## config.mk

```make
export PLATFORM = sky130hd
export DESIGN_NAME = btb_update_queue
export DESIGN_NICKNAME = d
export VERILOG_FILES = /design/src/rtl/general_defines.sv /design/src/rtl/btb_update_queue.sv
export SDC_FILE = /design/constraint.sdc
export NUM_CORES = 1
export LEC_CHECK = 0
export ABC_AREA = 1
export CAP_MARGIN = 0
export CORE_ASPECT_RATIO = 0.5
export CORE_UTILIZATION = 47
export CTS_BUF_LIST = sky130_fd_sc_hd__clkbuf_2 sky130_fd_sc_hd__clkbuf_4 sky130_fd_sc_hd__clkbuf_8
export DETAILED_ROUTE_END_ITERATION = 10
export PLACE_DENSITY = 0.78
export SLEW_MARGIN = 20
export SYNTH_ARGS = -nofsm -noshare
export SYNTH_HDL_FRONTEND = slang
export SYNTH_SLANG_ARGS = --single-unit
```

## constraint.sdc

```tcl
create_clock -name clk -period 5 [get_ports clk]
set_clock_uncertainty 0.1 [all_clocks]
set_input_delay 0.75 -clock clk [delete_from_list [all_inputs] [get_ports clk]]
set_output_delay 0.75 -clock clk [all_outputs]
set_load 0.1 [all_outputs]
```

## src/rtl/general_defines.sv

```systemverilog
// Shared widths and types for the branch-target path: PC width, BTB update
// queue sizing, and the queued update record.
package general_defines;

  localparam int INSTR_MEM_IDX_W = 16;
  localparam int BTB_UPDQ_DEPTH  = 4;
  localparam int BTB_UPDQ_PTR_W  = $clog2(BTB_UPDQ_DEPTH);

  typedef struct packed {
    logic [INSTR_MEM_IDX_W-1:0] pc;
    logic [INSTR_MEM_IDX_W-1:0] target;
  } btb_upd_t;

endpackage

```

## src/rtl/btb_update_queue.sv

```systemverilog
// Collects mispredicted-taken branch resolutions from two ports, merges repeats
// to the same PC, and drains one update per cycle into the BTB write port.
module btb_update_queue
  import general_defines::*;
(
  input  logic                              clk,
  input  logic                              rst,
  input  logic                              flush,
  input  logic [1:0]                        res_valid,
  input  logic [1:0]                        res_taken,
  input  logic [1:0]                        res_pred_ok,
  input  logic [1:0][INSTR_MEM_IDX_W-1:0]   res_pc,
  input  logic [1:0][INSTR_MEM_IDX_W-1:0]   res_target,
  output logic                              res_ready,
  output logic                              update_valid,
  output logic [INSTR_MEM_IDX_W-1:0]        update_pc,
  output logic [INSTR_MEM_IDX_W-1:0]        update_target
);

  localparam int PTR_W = BTB_UPDQ_PTR_W;
  localparam int CNT_W = BTB_UPDQ_PTR_W + 1;
  localparam logic [CNT_W-1:0] READY_MAX = CNT_W'(BTB_UPDQ_DEPTH - 2);

  btb_upd_t               r_mem [BTB_UPDQ_DEPTH];
  logic [PTR_W-1:0]       r_head;
  logic [PTR_W-1:0]       r_tail;
  logic [CNT_W-1:0]       r_count;

  logic                         w_deq;
  logic [1:0]                   w_q;
  logic [PTR_W-1:0]             w_off  [BTB_UPDQ_DEPTH];
  logic [BTB_UPDQ_DEPTH-1:0]    w_live;
  logic [1:0]                   w_hit;
  logic [1:0][PTR_W-1:0]        w_hit_idx;
  logic                         w_same;
  logic                         w_alloc0;
  logic                         w_alloc1;
  logic [PTR_W-1:0]             w_idx0;
  logic [PTR_W-1:0]             w_idx1;

  assign w_deq     = (r_count != '0);
  assign res_ready = (r_count <= READY_MAX);

  always_comb begin
    for (int p = 0; p < 2; p++) begin
      w_q[p] = res_valid[p] & res_ready & res_taken[p] & ~res_pred_ok[p] & ~flush;
    end
  end

  // An entry can absorb a merge only if it is occupied and is not the head,
  // because the head leaves the queue at this edge.
  always_comb begin
    for (int i = 0; i < BTB_UPDQ_DEPTH; i++) begin
      w_off[i]  = PTR_W'(i) - r_head;
      w_live[i] = (w_off[i] != '0) && (CNT_W'(w_off[i]) < r_count);
    end
  end

  // NOTE: every combinational output gets a default before the loop so no
  // path leaves it unassigned and no latch is inferred.
  always_comb begin
    w_hit     = '0;
    w_hit_idx = '0;
    for (int p = 0; p < 2; p++) begin
      for (int i = 0; i < BTB_UPDQ_DEPTH; i++) begin
        if (w_live[i] && (r_mem[i].pc == res_pc[p])) begin
          w_hit[p]     = 1'b1;
          w_hit_idx[p] = PTR_W'(i);
        end
      end
    end
  end

  // Port 0 is placed first; a same-PC port 1 lands on port 0's slot so its
  // target is the one that survives.
  assign w_same   = w_q[0] & w_q[1] & (res_pc[0] == res_pc[1]);
  assign w_alloc0 = w_q[0] & ~w_hit[0];
  assign w_alloc1 = w_q[1] & ~w_same & ~w_hit[1];
  assign w_idx0   = w_hit[0] ? w_hit_idx[0] : r_tail;
  assign w_idx1   = w_same   ? w_idx0 :
                    w_hit[1] ? w_hit_idx[1] : r_tail + PTR_W'(w_alloc0);

  // NOTE: sequential state uses non-blocking assignments so every register
  // samples values from before the edge, independent of statement order.
  always_ff @(posedge clk) begin
    if (rst || flush) begin
      r_head  <= '0;
      r_tail  <= '0;
      r_count <= '0;
    end else begin
      r_head  <= r_head + PTR_W'(w_deq);
      r_tail  <= r_tail + PTR_W'(w_alloc0) + PTR_W'(w_alloc1);
      r_count <= r_count + CNT_W'(w_alloc0) + CNT_W'(w_alloc1) - CNT_W'(w_deq);
    end
  end

  // NOTE: the storage array has no reset; occupancy is tracked by r_count,
  // so stale contents are never observed.
  always_ff @(posedge clk) begin
    if (w_q[0]) r_mem[w_idx0] <= '{pc: res_pc[0], target: res_target[0]};
    if (w_q[1]) r_mem[w_idx1] <= '{pc: res_pc[1], target: res_target[1]};
  end

  assign update_valid  = w_deq;
  assign update_pc     = w_deq ? r_mem[r_head].pc     : '0;
  assign update_target = w_deq ? r_mem[r_head].target : '0;

endmodule
```

* After elaboration in Yosys (flattened, before gate mapping)
Memory sizes are Yosys's and may differ from the RTL's. A register that Yosys moved wholly into a read port is not among the register bits.
Index checks and enable logic that the tools add are counted.
** Word-level totals
- Input port bits :: 73
- Logic and storage cells :: 89
- Register bits after elaboration :: 7
- Bits in writable memories :: 128
- Memories :: 1
- Output and inout port bits :: 34
** Memories
- r_mem :: depth 4, bits a word 32, read ports 5, clocked after Yosys merged registers in 1, write ports 2, RTL line btb_update_queue.sv:24 : btb_upd_t r_mem [BTB_UPDQ_DEPTH];
** Operators by class
- Eq/ne operators :: 9
- Reduce and logical (&&, ||, !) cells :: 18
- Bitwise operators :: 19
- $lt $le $gt $ge :: 5
- $add $sub $neg :: 10
- Mux-type cells :: 24
** Operators with widths (count)
- $eq 16x16->1 :: 9
- $mux 16 :: 2
- $mux 2 :: 8
- $mux 1 :: 14
- $and 1x1->1 :: 13
- $logic_and 1x1->1 :: 12
- $lt 2x3->1 :: 4
- $reduce_bool 2->1 :: 4
- $add 2x1->2 :: 3
- $add 3x1->3 :: 2
- $not 1->1 :: 6
- $sub 1x2->2 const A :: 2
- $sub 2x2->2 const A :: 2
- $le 3x2->1 const B :: 1
- $reduce_bool 3->1 :: 1
- $sub 3x1->3 :: 1
- $logic_or 1x1->1 :: 1

* Logic depth before layout (Yosys ltp)
- Depth after elaboration :: 13
- Depth in mapped cells :: 24
- Gate-level depth less buffers :: 21

* Least setup slack after synthesis
Ideal clock, no wire load.
- Path kind :: reg-to-reg
- Start point :: register r_head[1]
- End point :: memory r_mem[3][0] in the netlist's numbering, enable pin
- Arrival time :: 4.581 ns
- Setup slack :: -0.146 ns
- Data required time :: 4.434 ns
- Buffers on the path :: 2
- Cell stages (with the launch flop) :: 17
- Period minus slack after synthesis :: 5.146 ns
- Library setup time :: 0.466 ns
- Cells stage by stage :: dfxtp_1 clkbuf_1 inv_1 clkbuf_1 ha_1 inv_1 ha_1 nand3_1 nand2_1 nor2_2 nand3_1 nor2_4 nor2_4 nand3_2 nand2_1 nand2_1 o21ai_0
** RTL lines
- start, declared :: RTL line btb_update_queue.sv:25 : logic [PTR_W-1:0] r_head;
- start signal, assigned :: RTL line btb_update_queue.sv:91 : r_head <= r_head + PTR_W'(w_deq);
- end, declared :: RTL line btb_update_queue.sv:24

==> run metrics <==
Sequential Power Share=27.1%; initial DRC count=1119; most frequent CP cell=nand2_1; Worst Hold Class=flip-flop to flip-flop; top cells by count, synth=532 x nand2_1, 169 x nor2_1, 137 x nand4_1, 128 x edfxtp_1, 80 x inv_1; multi-input gate area in the final layout=5510 um2; first-pass GRT wire length=between 50000 and 60000 um; Global Route Usage Sum=roughly 28%; # rows=38; period utilization=84.1%; endpoint class of the critical path=flip-flop; FF-to-FF setup slack=790 ps; initial antenna violation count=0; WHS Path Cells=3; number of synthesized flops with an enable pin=128; die area=23100 um2; yosys warns=0; Yosys reg bits=135; Final Hold Vio Count=0; status=complete, no violations; final antenna-violating net count=0; critical path cell sequence=clkinv_4 -> ha_1 -> ha_1 -> a21o_1 -> a21oi_1 -> nand3_1 -> nand2_1 -> inv_2 -> nand2_1 -> nor2_1 -> ha_1 -> xor2_1 -> nand3_1 -> nand2_1 -> nand2_1 -> nand2_2 -> nand3_2 -> o21ai_4 -> buf_16; Fmax=0.238 GHz; Async SR Flop Fraction=0%; CP Max Fanout=54; Worst-Margin Slew=972 ps; CP bufs+invs=3; synth unique cells=44; largest stage delay on the critical path=460 ps; most common cell in the netlist=nand2_1; Die Wd=214 um; CTS tree=done; # hold bufs at CTS=0; design area=11900 um2; Core ar.=21900 um2; CTS sink cnt=135; clock root buffer master=clkbuf_8; WL/cell=approximately 18 um; Net count, final=1587; Setup CP Type=flip-flop to flip-flop; clock-pin slew on the worst setup and hold paths=90 ps; Util after Layout=54.2%; final-report setup violation count=0; placed cell count=between 1500 and 2000; Sw Pwr=roughly 2.6 mW; diode count=0; Primary FF master, synth=edfxtp_1; max_cap viols=0; CTS H-Tree Depth=4; Syn Nets=1544; Mapped Avg Cell Area=7.26 um2; Initial Util=48.3%; share of cells above drive strength 1=9.52%; grt total ovfl=0; Area contributors post-synth=edfxtp_1 36%, nand2_1 19%, nand4_1 8.1%, nor2_1 6.0%, xnor2_1 3.0%; clock share of power=between 10% and 20%; Final Slew Violations=0; Post-Syn Area=approximately 11000 um2; clock tree buffer depth=2; CP Data Arrival Time=4290 ps; cell depth of the worst setup path=19; sequential-to-total area share from yosys stat=37.7%; Cell Area, Placed=between 10000 and 15000 um2; final worst slack=793 ps; Mapped Cells=1456; post-CTS setup buffer count=0; peak supply drop=0.284 mV; worst-skew pair later-pin latency=about 470 ps; via count=10300; worst hold slack=586 ps; dpl ws=roughly 490 ps; DRC Markers=0; Die Y=108 um; number of fill cells in the layout=2024; vias per cell=about 5.7; Num CTS Buffers=17; # port buffers=between 100 and 150; HPWL after DPL=21900 um; max_slew headroom=35.0%; register area=3990 um2; Worst setup SP type=flip-flop; Combinational Power Share=between 50% and 60%; top-area cell type share of the netlist area=~36%; DRT Pass-1 Iters=6; Final Critical Period=4210 ps; RSZ-0062 raised after global routing=false; CP max-delay cell=ha_1; Power Dens Cells=409 nW/um2; largest net degree at the start of global routing=69; Post-CTS Resized=0; WP data required=approximately 5000 ps; area leader, netlist=edfxtp_1; drt total wl=32700 um; Non-Filler Instances=around 1800; internal power=approximately 2.2 mW; number of global-route vias before repair=between 9000 and 10000; Worst Reg-to-Reg Cells=19; Switching Fraction=53.6%; Syn-to-layout area delta=12.3%; routability cong.=0.942; Crit path max-delay family=adder cells; Ports=107; leakage power=5.15 nW
==> final cells by class <==
class | count | area share, %
clock buffers | 17 | 1.97
multi-input cells | 1113 | 46.4
flip-flops and latches | 135 | 33.6
inverters | 98 | 3.14
repair buffers | 134 | 10.5
clock inverters | 15 | 1.17
well taps | 300 | 3.16
==> power by group through the flow <==
stage / Sequential, mW / Clock, mW / Combinational [mW]
after floorplan: 1.33 / 0 / 2.00
after global placement: 1.34 / 0 / 2.58
after detailed placement: 1.34 / 0 / 2.60
after CTS: 1.31 / 0.917 / 2.61
after global routing: 1.32 / 0.960 / 2.75
final: 1.31 / 0.918 / 2.62
==> cell families after synthesis <==
family	share of synthesized area (%)
and+or+nand+nor	37.5
buffers and inverters	10.7
DFF	37.7
AOI/OAI and AO/OA	6.45
xor gates and xnor gates	5.72
adders and majority gates	1.92
==> through the flow <==
stage,TNS [ps],power (mW)
6_report,0,4.85
2_1_floorplan,-9370,3.33
3_5_place_dp,0,3.94
5_1_grt,0,5.03
3_3_place_gp,0,3.91
4_1_cts,0,4.84
==> metal layers <==
layer,vias to the layer above,global-route usage (%),share of wire (%)
met5,-,0,0
met4,0,7.91,1.3
met3,41,4.50,10
met2,607,45.2,45
met1,4760,40.1,44
li1,4865,-,-
==> path summary, 6_finish.rpt <==
| kind | from | endpoint |
|---|---|---|
| worst max-delay path | r_head[0]$_SDFF_PP0_ | r_mem[2][15]$_DFFE_PP_ |
| worst min-delay path | r_tail[1]$_SDFF_PP0_ | r_tail[1]$_SDFF_PP0_ |
| worst max register to register | r_head[0]$_SDFF_PP0_ | r_mem[2][15]$_DFFE_PP_ |
| worst min register to register | r_tail[1]$_SDFF_PP0_ | r_tail[1]$_SDFF_PP0_ |
==> cell usage in the layout (no fill, tap or decap), drive strengths merged, types with 33 or more instances in the layout <==
master         count
a21oi             58
buf               59
clkdlybuf4s50     75
edfxtp           128
inv              104
nand2            539
nand4            139
nor2             181
o21ai             64
xnor2             36
xor2              33
==> registers in the layout (all words and copies together), names as in the netlist <==
signal / count
r_head: 2
r_count: 3
r_tail: 2
r_mem: 128
==> worst min-delay path, cell delays in order (launching register included) <==
cell     delay (ps)
dfxtp_1         370
xor2_1          130
nor2_1           90
nor3b_1          50
No activity file was read; power rests on OpenSTA's default activity.
